===== src/rtl/result_uart_tx.sv =====
// Purpose : serialises one distance/hit result as an 8N1 UART frame (HEADER + 6 data bytes [+ XOR checksum]).
// Latency : tx drops to the start bit one cycle after flashin is accepted; each byte is 10*CLKS_PER_BIT + 1 cycles.
// Backpres: none; flashin while busy is dropped and latches the sticky overrun flag.
//
// Ports   : clock, reset (sync, active-low) | lowest, highest, hitvector (16b result), flashin (capture strobe)
//           tx (serial line, idle high) | busy (frame in flight) | frame_done (1-cycle pulse) | overrun (sticky)
// Config  : define RESULT_UART_CHECKSUM_EN to append byte 7 = XOR of bytes 1..6 (8-byte frame instead of 7).
module result_uart_tx #(
   parameter int unsigned CLKS_PER_BIT = 868,
   parameter logic [7:0]  HEADER       = 8'hAA
) (
   input  logic        clock,
   input  logic        reset,
   input  logic [15:0] lowest,
   input  logic [15:0] highest,
   input  logic [15:0] hitvector,
   input  logic        flashin,
   output logic        tx,
   output logic        busy,
   output logic        frame_done,
   output logic        overrun
);

   localparam int unsigned    BW        = $clog2(CLKS_PER_BIT);
   localparam logic [BW-1:0]  BAUD_LAST = BW'(CLKS_PER_BIT - 1);
`ifdef RESULT_UART_CHECKSUM_EN
   localparam logic [2:0]     LAST_BYTE = 3'd7;
`else
   localparam logic [2:0]     LAST_BYTE = 3'd6;
`endif

   typedef enum logic [2:0] {IDLE, START, DATA, STOP, NEXT} state_t;

   state_t        state;
   logic [BW-1:0] baud_cnt;
   logic [2:0]    bit_idx;
   logic [2:0]    byte_idx;
   logic [7:0]    shreg;
   logic [15:0]   buf_low;
   logic [15:0]   buf_high;
   logic [15:0]   buf_hit;
   logic [2:0]    nxt_idx;
   logic [7:0]    next_byte;
   logic          baud_last;

   assign baud_last = (baud_cnt == BAUD_LAST);
   assign nxt_idx   = byte_idx + 3'd1;

`ifdef RESULT_UART_CHECKSUM_EN
   logic [7:0] csum;
   assign csum = buf_low[7:0] ^ buf_low[15:8] ^ buf_high[7:0] ^ buf_high[15:8]
               ^ buf_hit[7:0] ^ buf_hit[15:8];
`endif

   // Byte to load when NEXT moves on; byte 0 (header) is loaded at capture.
   always_comb begin
      next_byte = HEADER;
      case (nxt_idx)
         3'd1: next_byte = buf_low[7:0];
         3'd2: next_byte = buf_low[15:8];
         3'd3: next_byte = buf_high[7:0];
         3'd4: next_byte = buf_high[15:8];
         3'd5: next_byte = buf_hit[7:0];
         3'd6: next_byte = buf_hit[15:8];
`ifdef RESULT_UART_CHECKSUM_EN
         3'd7: next_byte = csum;
`endif
         default: next_byte = HEADER;
      endcase
   end

   always_ff @(posedge clock) begin
      if (!reset) begin
         state      <= IDLE;
         tx         <= 1'b1;
         busy       <= 1'b0;
         frame_done <= 1'b0;
         overrun    <= 1'b0;
         baud_cnt   <= '0;
         bit_idx    <= '0;
         byte_idx   <= '0;
         shreg      <= '0;
         buf_low    <= '0;
         buf_high   <= '0;
         buf_hit    <= '0;
      end else begin
         frame_done <= 1'b0;
         if (flashin && state != IDLE) overrun <= 1'b1;

         case (state)
            IDLE: begin
               if (flashin) begin
                  buf_low  <= lowest;
                  buf_high <= highest;
                  buf_hit  <= hitvector;
                  shreg    <= HEADER;
                  byte_idx <= '0;
                  bit_idx  <= '0;
                  baud_cnt <= '0;
                  tx       <= 1'b0;
                  busy     <= 1'b1;
                  state    <= START;
               end
            end
            START: begin
               if (baud_last) begin
                  // tx is registered, so bit 0 is presented as DATA is entered
                  // and the shifter is pre-advanced for the next boundary.
                  baud_cnt <= '0;
                  bit_idx  <= '0;
                  tx       <= shreg[0];
                  shreg    <= {1'b0, shreg[7:1]};
                  state    <= DATA;
               end else begin
                  baud_cnt <= baud_cnt + BW'(1);
               end
            end
            DATA: begin
               if (baud_last) begin
                  baud_cnt <= '0;
                  if (bit_idx == 3'd7) begin
                     tx    <= 1'b1;
                     state <= STOP;
                  end else begin
                     bit_idx <= bit_idx + 3'd1;
                     tx      <= shreg[0];
                     shreg   <= {1'b0, shreg[7:1]};
                  end
               end else begin
                  baud_cnt <= baud_cnt + BW'(1);
               end
            end
            STOP: begin
               if (baud_last) begin
                  baud_cnt <= '0;
                  state    <= NEXT;
               end else begin
                  baud_cnt <= baud_cnt + BW'(1);
               end
            end
            NEXT: begin
               if (byte_idx == LAST_BYTE) begin
                  byte_idx   <= '0;
                  busy       <= 1'b0;
                  frame_done <= 1'b1;
                  state      <= IDLE;
               end else begin
                  byte_idx <= nxt_idx;
                  shreg    <= next_byte;
                  tx       <= 1'b0;
                  state    <= START;
               end
            end
            default: state <= IDLE;
         endcase
      end
   end

endmodule


===== config.mk =====
export PLATFORM = sky130hd
export DESIGN_NAME = result_uart_tx
export DESIGN_NICKNAME = d
export VERILOG_FILES = /design/src/rtl/result_uart_tx.sv
export SDC_FILE = /design/constraint.sdc
export NUM_CORES = 1
export LEC_CHECK = 0
export ABC_AREA = 1
export BUFFER_PORTS_ARGS = -buffer_cell sky130_fd_sc_hd__buf_2
export CAP_MARGIN = 15
export CORE_UTILIZATION = 45
export CTS_CLUSTER_DIAMETER = 200
export CTS_CLUSTER_SIZE = 30
export DETAILED_ROUTE_END_ITERATION = 6
export PLACE_DENSITY = 0.65
export SLEW_MARGIN = 15
export SYNTH_ARGS = -nofsm -noshare
export SYNTH_HDL_FRONTEND = slang
export SYNTH_SLANG_ARGS = --single-unit

===== constraint.sdc =====
create_clock -name clock -period 2.5 [get_ports clock]
set_input_delay 0.125 -clock clock [delete_from_list [all_inputs] [get_ports clock]]
set_output_delay 0.125 -clock clock [all_outputs]
set_load 0.01 [all_outputs]

==> results.toml, run 1 <==
[status]
run_status = "complete, no violations"

[run]
cap_violations = 0

[routing]
postRouteAntennaNets = 0
num_vias = 3820
drtIter0Drc = 199
viasPerCell = 5.01
routedWlPerCell_um = 12.7
routed_wl_um = 9690
firstDrtPassIters = 5
drc_errors = 0

[power]
clockPowerShare_pct = 24.5
p_switching_mw = 1.51
intPower_mw = 2.58
swShare_pct = 36.9
total_power_mw = 4.08
p_comb_share_pct = 32.1
seq_power_share_pct = 43.4
powerDensity_nw_per_um2 = 880
power_leakage_nw = 2.22
peakVddDrop_uv = 453

[sta]
rsz0062_at_grt = "no"
max_freq_mhz = 560
fin_crit_sh_pct = 71.5
drv_slew = 0
finalWorstPathRequiredPeriod_ns = 1.79
worstMarginPinSlew_ns = 0.706
tns_ns = 0
relSlewSlack_pct = 52.8
fin_skew_ns = 0.00625
final-setup-viol-count = 0
hold_violations = 0

[synthesis]
ys_ff_latch = 79
netlist_area_um2 = 3800
syn_area_per_cell_um2 = 6.60
synth_warnings = 0
synth_cell_types = 31
yosysSeqAreaShare_pct = 41.6
syn-instance-count = 576
syn-num-nets = 630

[grt]
grt_pass1_wl_um = 16400
antenna_found_initial = 0
grt_pass1_vias = 3512
grt_max_degree = 56
grt_overflow = 0
gr-usage-all-layers_pct = 23.9

[clock_network]
cts_tree = "done"
clkSinkCount = 79
clk_pin_slew_ns = 0.08
htree_num_levels = 3
cts_resized = 0
insertion_delay_ns = 0.35
cts.path.max_buffers = 2
cts_buffers = 9
post-cts-setup-buffers = 0
clock-root-buffer = "clkbuf_8"

[critical_path]
cp.required_ns = 2.79
critPathArrivalTime_ns = 2.08
crit_path_max_fanout = 12
endpoint_kind = "register"
start_kind = "register"
criticalPathCategory = "register to register"

[die]
coreArea_um2 = 8180
rows = 33
dieArea_um2 = 8820
die_y_um = 93.9
ios = 55
dieWidth_um = 93.9
initial_utilization_pct = 46.5

[final_layout]
instances_no_fill = 762
layout-drive-gt1-share_pct = 13.9
nNetsFinal = 706
n_antenna_cell = 0
area_growth_pct = 22.1

[hold_path]
hp-class = "primary input to register"

[place]
gp_congestion = 0.912
portBuffers = 54
dp.final_hpwl_um = 6650
dpl.cell_count = 716
## what timing repair did
| action | in CTS | in global routing |
|---|---|---|
| setup endpoints to repair | 0 | 0 |
| hold buffers | 30 | 0 |
| endpoints found under the hold margin | 30 | 0 |
## state kept, by name (all words and copies together), names as in the netlist, 3 cells and up
signal and flops:
baud_cnt 10, byte_idx 3, buf_high 16, buf_low 16
bit_idx 3, state 3, buf_hit 16, shreg 8
## worst max-delay path, cell delays in order (launching register included)
cell     delay [ns]
dfxtp_1        0.39
nor2_1         0.58
nand2_1        0.19
inv_1          0.13
nand2_1        0.07
nand2_1        0.06
inv_1          0.04
nand2_1        0.05
nand2_1        0.04
nand2_1        0.06
nor2_1         0.04
nor2_1         0.09
## layout make-up
cell class                 instances  area (µm²)
clock inverter                     2        37.5
clock buffer                      14         173
multi-input combinational        425        1930
fill                             816        3540
inverter                          49         186
tap                              105         131
sequential                        79        1580
timing repair buffer              88         601
## power groups by stage
| stage | clock network, mW | logic, mW | registers [mW] |
|---|---|---|---|
| 2_1_floorplan | 0 | 1.02 | 1.73 |
| 3_3_place_gp | 0 | 1.25 | 1.79 |
| 3_5_place_dp | 0 | 1.27 | 1.80 |
| 4_1_cts | 1.02 | 1.32 | 1.77 |
| 5_1_grt | 1.08 | 1.51 | 1.81 |
| 6_report | 1.00 | 1.31 | 1.77 |
## cell usage in the layout, fill, tap and decap left out, drive strengths merged, types with 3 or more instances in the layout
cell type / count
a21oi: 22
buf: 58
clkbuf: 14
dfxtp: 79
dlygate4sd3: 30
ha: 3
inv: 49
nand2: 133
nand3: 36
nand4: 9
nor2: 150
nor3: 6
o21ai: 57
## synth_stat cells
cell type,count,area (µm²)
nand4_4,1,21.3
o31ai_1,1,7.51
buf_6,1,11.3
buf_1,3,11.3
o22ai_1,1,6.26
a21oi_1,22,110
nor2_4,3,33.8
nor2_2,5,31.3
inv_1,45,169
and2_1,1,6.26
inv_4,1,6.26
ha_1,3,37.5
nand4_1,8,50.1
a211oi_1,1,7.51
nor3_1,6,30.0
nor2_8,1,20.0
nand3_1,34,170
buf_2,5,25.0
nand2_4,3,33.8
nor3b_1,2,15.0
clkbuf_1,13,48.8
nand2_1,130,488
nor2_1,141,529
buf_4,1,7.51
o21ai_0,56,280
nand3b_1,1,7.51
o21ai_1,1,5.00
dfxtp_1,79,1580
xor2_1,2,17.5
nand3_2,2,20.0
inv_2,3,11.3
## per-stage QoR
step                      utilization [%]  hold slack [ns]  area, µm²  setup slack (ns)
after floorplan                         -            0.260       3800             0.987
after global placement               50.5            0.346       4130             0.763
after detailed placement             50.5            0.354       4130             0.715
after CTS                            56.7         0.000362       4640             0.696
after global routing                 56.7           0.0124       4640             0.482
final                                56.7          0.00707       4640             0.713
## logic make-up (layout without fill, tap and decap cells)
family                   Yosys count  after routing  share of synthesized area, %
AO/OA/AOI/OAI                     82             82                          11.0
buffers and inverters             72            153                          7.64
flip-flops                        79             79                          41.6
adder cells (fa/ha/maj)            3              3                         0.988
AND/OR/NAND/NOR                  338            338                          38.3
XOR/XNOR                           2              2                         0.461
## path summary, 6_finish.rpt
kind,start,end,slack (ns),depth (start not counted)
setup / recovery,byte_idx[0],shreg[6],0.71,11
hold / removal,lowest[14],buf_low[14],0.007,3
hold reg to reg,busy,busy,0.47,2
setup reg to reg,byte_idx[0],shreg[6],0.71,11
## per-layer routing
| layer | track usage [%] | vias up | routed length, µm | share of wire, % |
|---|---|---|---|---|
| met5 | 0 | - | 0 | 0 |
| met4 | 12.7 | 0 | 376 | 3.9 |
| met3 | 3.88 | 28 | 396 | 4.1 |
| met2 | 37.2 | 103 | 4330 | 45 |
| met1 | 31.7 | 1710 | 4580 | 47 |
| li1 | - | 1979 | - | - |
Power figures use the tool's default switching activity.
==> run 2, diff against run 1 <==
Settings changed: PLACE_DENSITY 0.65 to 0.68.
Clock period 2.5 ns to 1.6 ns, I/O delays scaled along.
==> results.toml, run 2 (synthesis results as in run 1) <==
[sta]
fin_skew_ns = 0.0102
finalWorstPathRequiredPeriod_ns = 1.49
max_freq_mhz = 670
rsz0062_at_grt = "yes"
hold_violations = 0
final-setup-viol-count = 0
fin_crit_sh_pct = 93.3
drv_slew = 0
setup_ws_ns = 0.108
hold_slack_ns = 0.00485
relSlewSlack_pct = 78.0
worstMarginPinSlew_ns = 0.330

[clock_network]
insertion_delay_ns = 0.35
cts_buffers = 9
cts.path.max_buffers = 2
cts_tree = "done"
htree_num_levels = 3
clkSinkCount = 79
clk_pin_slew_ns = 0.09
clock-root-buffer = "clkbuf_8"

[final_layout]
n_antenna_cell = 0
layout-drive-gt1-share_pct = 19.1
seq_area_um2 = 1590
mostFrequentLayoutCells = "nor2_1, nand2_1, dfxtp_1"
area_growth_pct = 31.6
nFillCells = 767
nNetsFinal = 740
layout_commonest_cell = "nor2_1"
instances_no_fill = 796
reg_top3 = "buf_high x16, buf_hit x16, buf_low x16"
multi_input_area_um2 = 1990

[die]
dieWidth_um = 93.9
ios = 55
die_y_um = 93.9
initial_utilization_pct = 46.5
rows = 33
dieArea_um2 = 8820
coreArea_um2 = 8180

[place]
dp_slack_ns = 0.0504
dpl.cell_count = 728
portBuffers = 54
dp.final_hpwl_um = 6560
gp_congestion = 0.893

[critical_path]
reg2reg_depth = 8
cpPeakStageDelay_ns = 0.34
start_kind = "register"
r2r_start = "baud_cnt[0]"
cp.required_ns = 1.86
crit_start = "baud_cnt[0]"
r2r-end = "state[1]"
r2r_slack_ns = 0.11
critPathArrivalTime_ns = 1.75
cp_slowest_cell = "dfxtp_2"
cp_cell_sequence = "ha_1 -> nand2_1 -> nor2_2 -> nand3_2 -> nand2_4 -> nand3b_1 -> o21ai_1 -> nor2_1"
endpoint_kind = "register"
crit_path_max_fanout = 8
endpoint = "state[1]"
criticalPathCategory = "register to register"

[run]
cap_violations = 0

[grt]
grt_pass1_wl_um = 16500
grt_pass1_vias = 3625
grt_max_degree = 55
gr-usage-all-layers_pct = 24.0
antenna_found_initial = 0
grt_overflow = 0

[routing]
firstDrtPassIters = 5
num_vias = 3899
drtIter0Drc = 179
drc_errors = 0
viasPerCell = 4.90
routed_wl_um = 10100
postRouteAntennaNets = 0
routedWlPerCell_um = 12.7

[hold_path]
hp-class = "primary input to register"
min_from = "hitvector[13]"

[power]
powerDensity_nw_per_um2 = 1320
power_leakage_nw = 2.39
peakVddDrop_uv = 659

[status]
run_status = "complete, no violations"
## run 2: changes by cell type in the layout (fill, tap and decap cells not counted), moves of 3 or more
cell and delta:
buf_4 +16, clkbuf_8 -3, clkinv_2 +3, dfxtp_1 -5, dfxtp_2 +4, dlygate4sd3_1 +14
inv_1 -4, inv_2 +3, nand2_1 -4, nand2_2 +4, nor2_1 -3
## run 2: per-stage QoR
step | utilization [%] | power (mW) | area, µm² | TNS [ns]
detailed placement | 51.9 | 4.89 | 4240 | 0
global placement | 51.9 | 4.86 | 4240 | 0
floorplan | - | 4.30 | 3800 | 0
CTS | 59.7 | 6.46 | 4880 | 0
global route | 61.2 | 7.12 | 5000 | -0.0281
finish | 61.2 | 6.61 | 5000 | 0
## run 2: worst min path at each step
stage	to	slack, ns	depth (start not counted)
4_1_cts	buf_hit[13]	0.0005	3
3_3_place_gp	buf_low[4]	0.30	3
3_5_place_dp	buf_low[4]	0.31	3
2_1_floorplan	buf_high[0]	0.21	2
6_report	buf_hit[13]	0.005	3
5_1_grt	buf_low[1]	0.02	3
## run 2: power breakdown
part | switching (mW) | total [mW] | internal, mW
Clock | 0.763 | 1.49 | 0.724
Combinational | 1.46 | 2.39 | 0.927
Sequential | 0.271 | 2.74 | 2.47
Total | 2.50 | 6.61 | 4.12
## run 2: timing repair
item | 4_1_cts | 5_1_grt
endpoints found under the hold margin | 44 | 0
setup buffers | 0 | 7
hold buffers | 44 | 0
setup endpoints to repair | 0 | 13
resized for setup | 0 | 25
## run 2: layer usage
layer  up-vias  GRT usage [%]  part of all wire, %
met5         -              0                    0
met4         0           10.1                  3.0
met3        23           3.72                  3.6
met2        84           40.7                   48
met1      1749           29.9                   45
li1       2043              -                    -
## run 2: cell type report
| class | instances | area share, % |
|---|---|---|
| multi-input combinational | 426 | 39.8 |
| timing repair buffer | 121 | 18.1 |
| clock inverter | 7 | 1.43 |
| clock buffer | 9 | 2.48 |
| inverter | 49 | 3.80 |
| sequential | 79 | 31.8 |
| tap | 105 | 2.63 |
## run 2: worst max-delay path, delay by kind of cell (launching register included)
kind	cells	cell delay, ns
DFF	1	0.34
AOI/OAI and AO/OA	1	0.16
adders and majority gates	1	0.17
and+or+nand+nor	6	0.73
==> run 3, diff against run 2 <==
Settings changed: GPL_TIMING_DRIVEN set to 0.
==> results.toml, run 3 (synthesis results as in run 1) <==
[status]
run_status = "complete, no violations"

[sta]
worstMarginPinSlew_ns = 0.448
max_freq_mhz = 640
fin_skew_ns = 0.0118
final-setup-viol-count = 0
rsz0062_at_grt = "yes"
finalWorstPathRequiredPeriod_ns = 1.56
drv_slew = 0
hold_violations = 0
fin_crit_sh_pct = 97.6
relSlewSlack_pct = 70.1
tns_ns = 0
hold_slack_ns = 0.0298

[critical_path]
critPathArrivalTime_ns = 1.82
cpLargestDelayFamily = "simple AND/OR/NAND/NOR gates"
start_kind = "register"
crit_path_max_fanout = 7
cp_cell_sequence = "ha_4 -> nand2_2 -> nor2_2 -> nand3_2 -> nand2_4 -> nand4_4 -> buf_6 -> nor2_1 -> nor2_1"
cpPeakStageDelay_ns = 0.37
r2r_slack_ns = 0.04
critical_path.most_common_cell = "nor2_1"
cp_slowest_cell = "dfxtp_4"
worst-path-buf-inv = 1
endpoint_kind = "register"
cp.required_ns = 1.86
criticalPathCategory = "register to register"

[power]
peakVddDrop_uv = 589
power_leakage_nw = 2.47
total_power_mw = 7.30
p_switching_mw = 2.63
clockPowerShare_pct = 25.1
powerDensity_nw_per_um2 = 1400
p_comb_share_pct = 36.9
seq_power_share_pct = 38.0
swShare_pct = 36.1
intPower_mw = 4.67

[routing]
viasPerCell = 5.06
firstDrtPassIters = 5
drtIter0Drc = 224
routed_wl_um = 10800
postRouteAntennaNets = 0
routedWlPerCell_um = 13.3
num_vias = 4111
drc_errors = 0

[place]
portBuffers = 54
placed_area_um2 = 4200
dp.final_hpwl_um = 7060
gp_congestion = 0.902
dpl.cell_count = 735

[clock_network]
clkSinkCount = 79
clk_pin_slew_ns = 0.09
cts.path.max_buffers = 2
insertion_delay_ns = 0.37
clock-root-buffer = "clkbuf_8"
cts_tree = "done"
cts_buffers = 9
htree_num_levels = 3

[grt]
grt_max_degree = 14
grt_pass1_wl_um = 17700
grt_pass1_vias = 3946
gr-usage-all-layers_pct = 26.0
grt_overflow = 0
antenna_found_initial = 0

[die]
dieWidth_um = 93.9
dieArea_um2 = 8820
die_y_um = 93.9
rows = 33
coreArea_um2 = 8180
ios = 55
initial_utilization_pct = 46.5

[final_layout]
nFillCells = 755
postLayoutCellArea_um2 = 5200
layout_commonest_cell = "nor2_1"
n_antenna_cell = 0
layout-drive-gt1-share_pct = 21.9
reg_top3 = "buf_high x16, buf_hit x16, buf_low x16"
mostFrequentLayoutCells = "nor2_1, nand2_1, dfxtp_1"
nNetsFinal = 757
instances_no_fill = 813
multi_input_area_um2 = 2040
area_growth_pct = 37.0
seq_area_um2 = 1600

[hold_path]
hp-class = "primary input to register"

[run]
cap_violations = 0
==> run 3: changes by cell type in the layout (fill, tap and decap cells not counted), sizes merged, moves of 2 or more <==
cell	previous run	this run
buf	77	81
dlygate4sd3	44	46
bufinv	1	3
clkbuf	9	22
clkinv	5	2
==> run 3: power groups by stage <==
stage                     Clock [mW]  Combinational (mW)  Sequential (mW)
after floorplan                    0                1.59             2.71
after global placement             0                2.03             2.78
after detailed placement           0                2.07             2.80
after CTS                       1.84                2.32             2.78
after global routing            1.92                3.07             2.82
final                           1.83                2.70             2.78
==> run 3: final timing paths <==
kind,from,endpoint,cells after the start
setup / recovery,baud_cnt[0],shreg[6],9
hold / removal,lowest[3],buf_low[3],3
setup reg to reg,baud_cnt[0],shreg[6],9
hold reg to reg,tx,tx,2
==> run 3: layout make-up <==
type | instances | share of cell area [%]
Buffer | 21 | 2.14
Clock inverter | 6 | 2.07
Sequential cell | 79 | 30.7
Inverter | 49 | 3.65
Timing Repair Buffer | 118 | 17.0
Tap cell | 105 | 2.52
Multi-Input combinational cell | 425 | 39.3
Clock buffer | 10 | 2.64
==> run 3: layer usage <==
metal / vias up / wire (µm) / GRT usage [%]
met5: - / 0 / 0
met4: 0 / 352 / 12.6
met3: 34 / 482 / 5.10
met2: 116 / 5230 / 44.0
met1: 1876 / 4720 / 31.4
li1: 2085 / - / -
==> run 3: tightest hold or removal path, delay by kind of cell <==
family	cells	cell delay, ns
AO/OA/AOI/OAI	2	0.19
buffers and inverters	1	0.08
==> run 3: through the flow <==
stage               worst slack, ns  utilization, %
finish                       0.0384            63.7
global route                -0.0544            63.7
CTS                          0.0125            61.1
detailed placement           -0.139            51.4
global placement             -0.106            51.4
floorplan                    0.0866               -
==> run 3: timing repair <==
action / CTS / global route
pin swaps: 3 / 11
hold buffers: 46 / 0
buffers inserted: 5 / 12
gates cloned: 1 / 0
hold endpoints to repair: 46 / 0
resized for setup: 11 / 50
setup endpoints to repair: 18 / 61
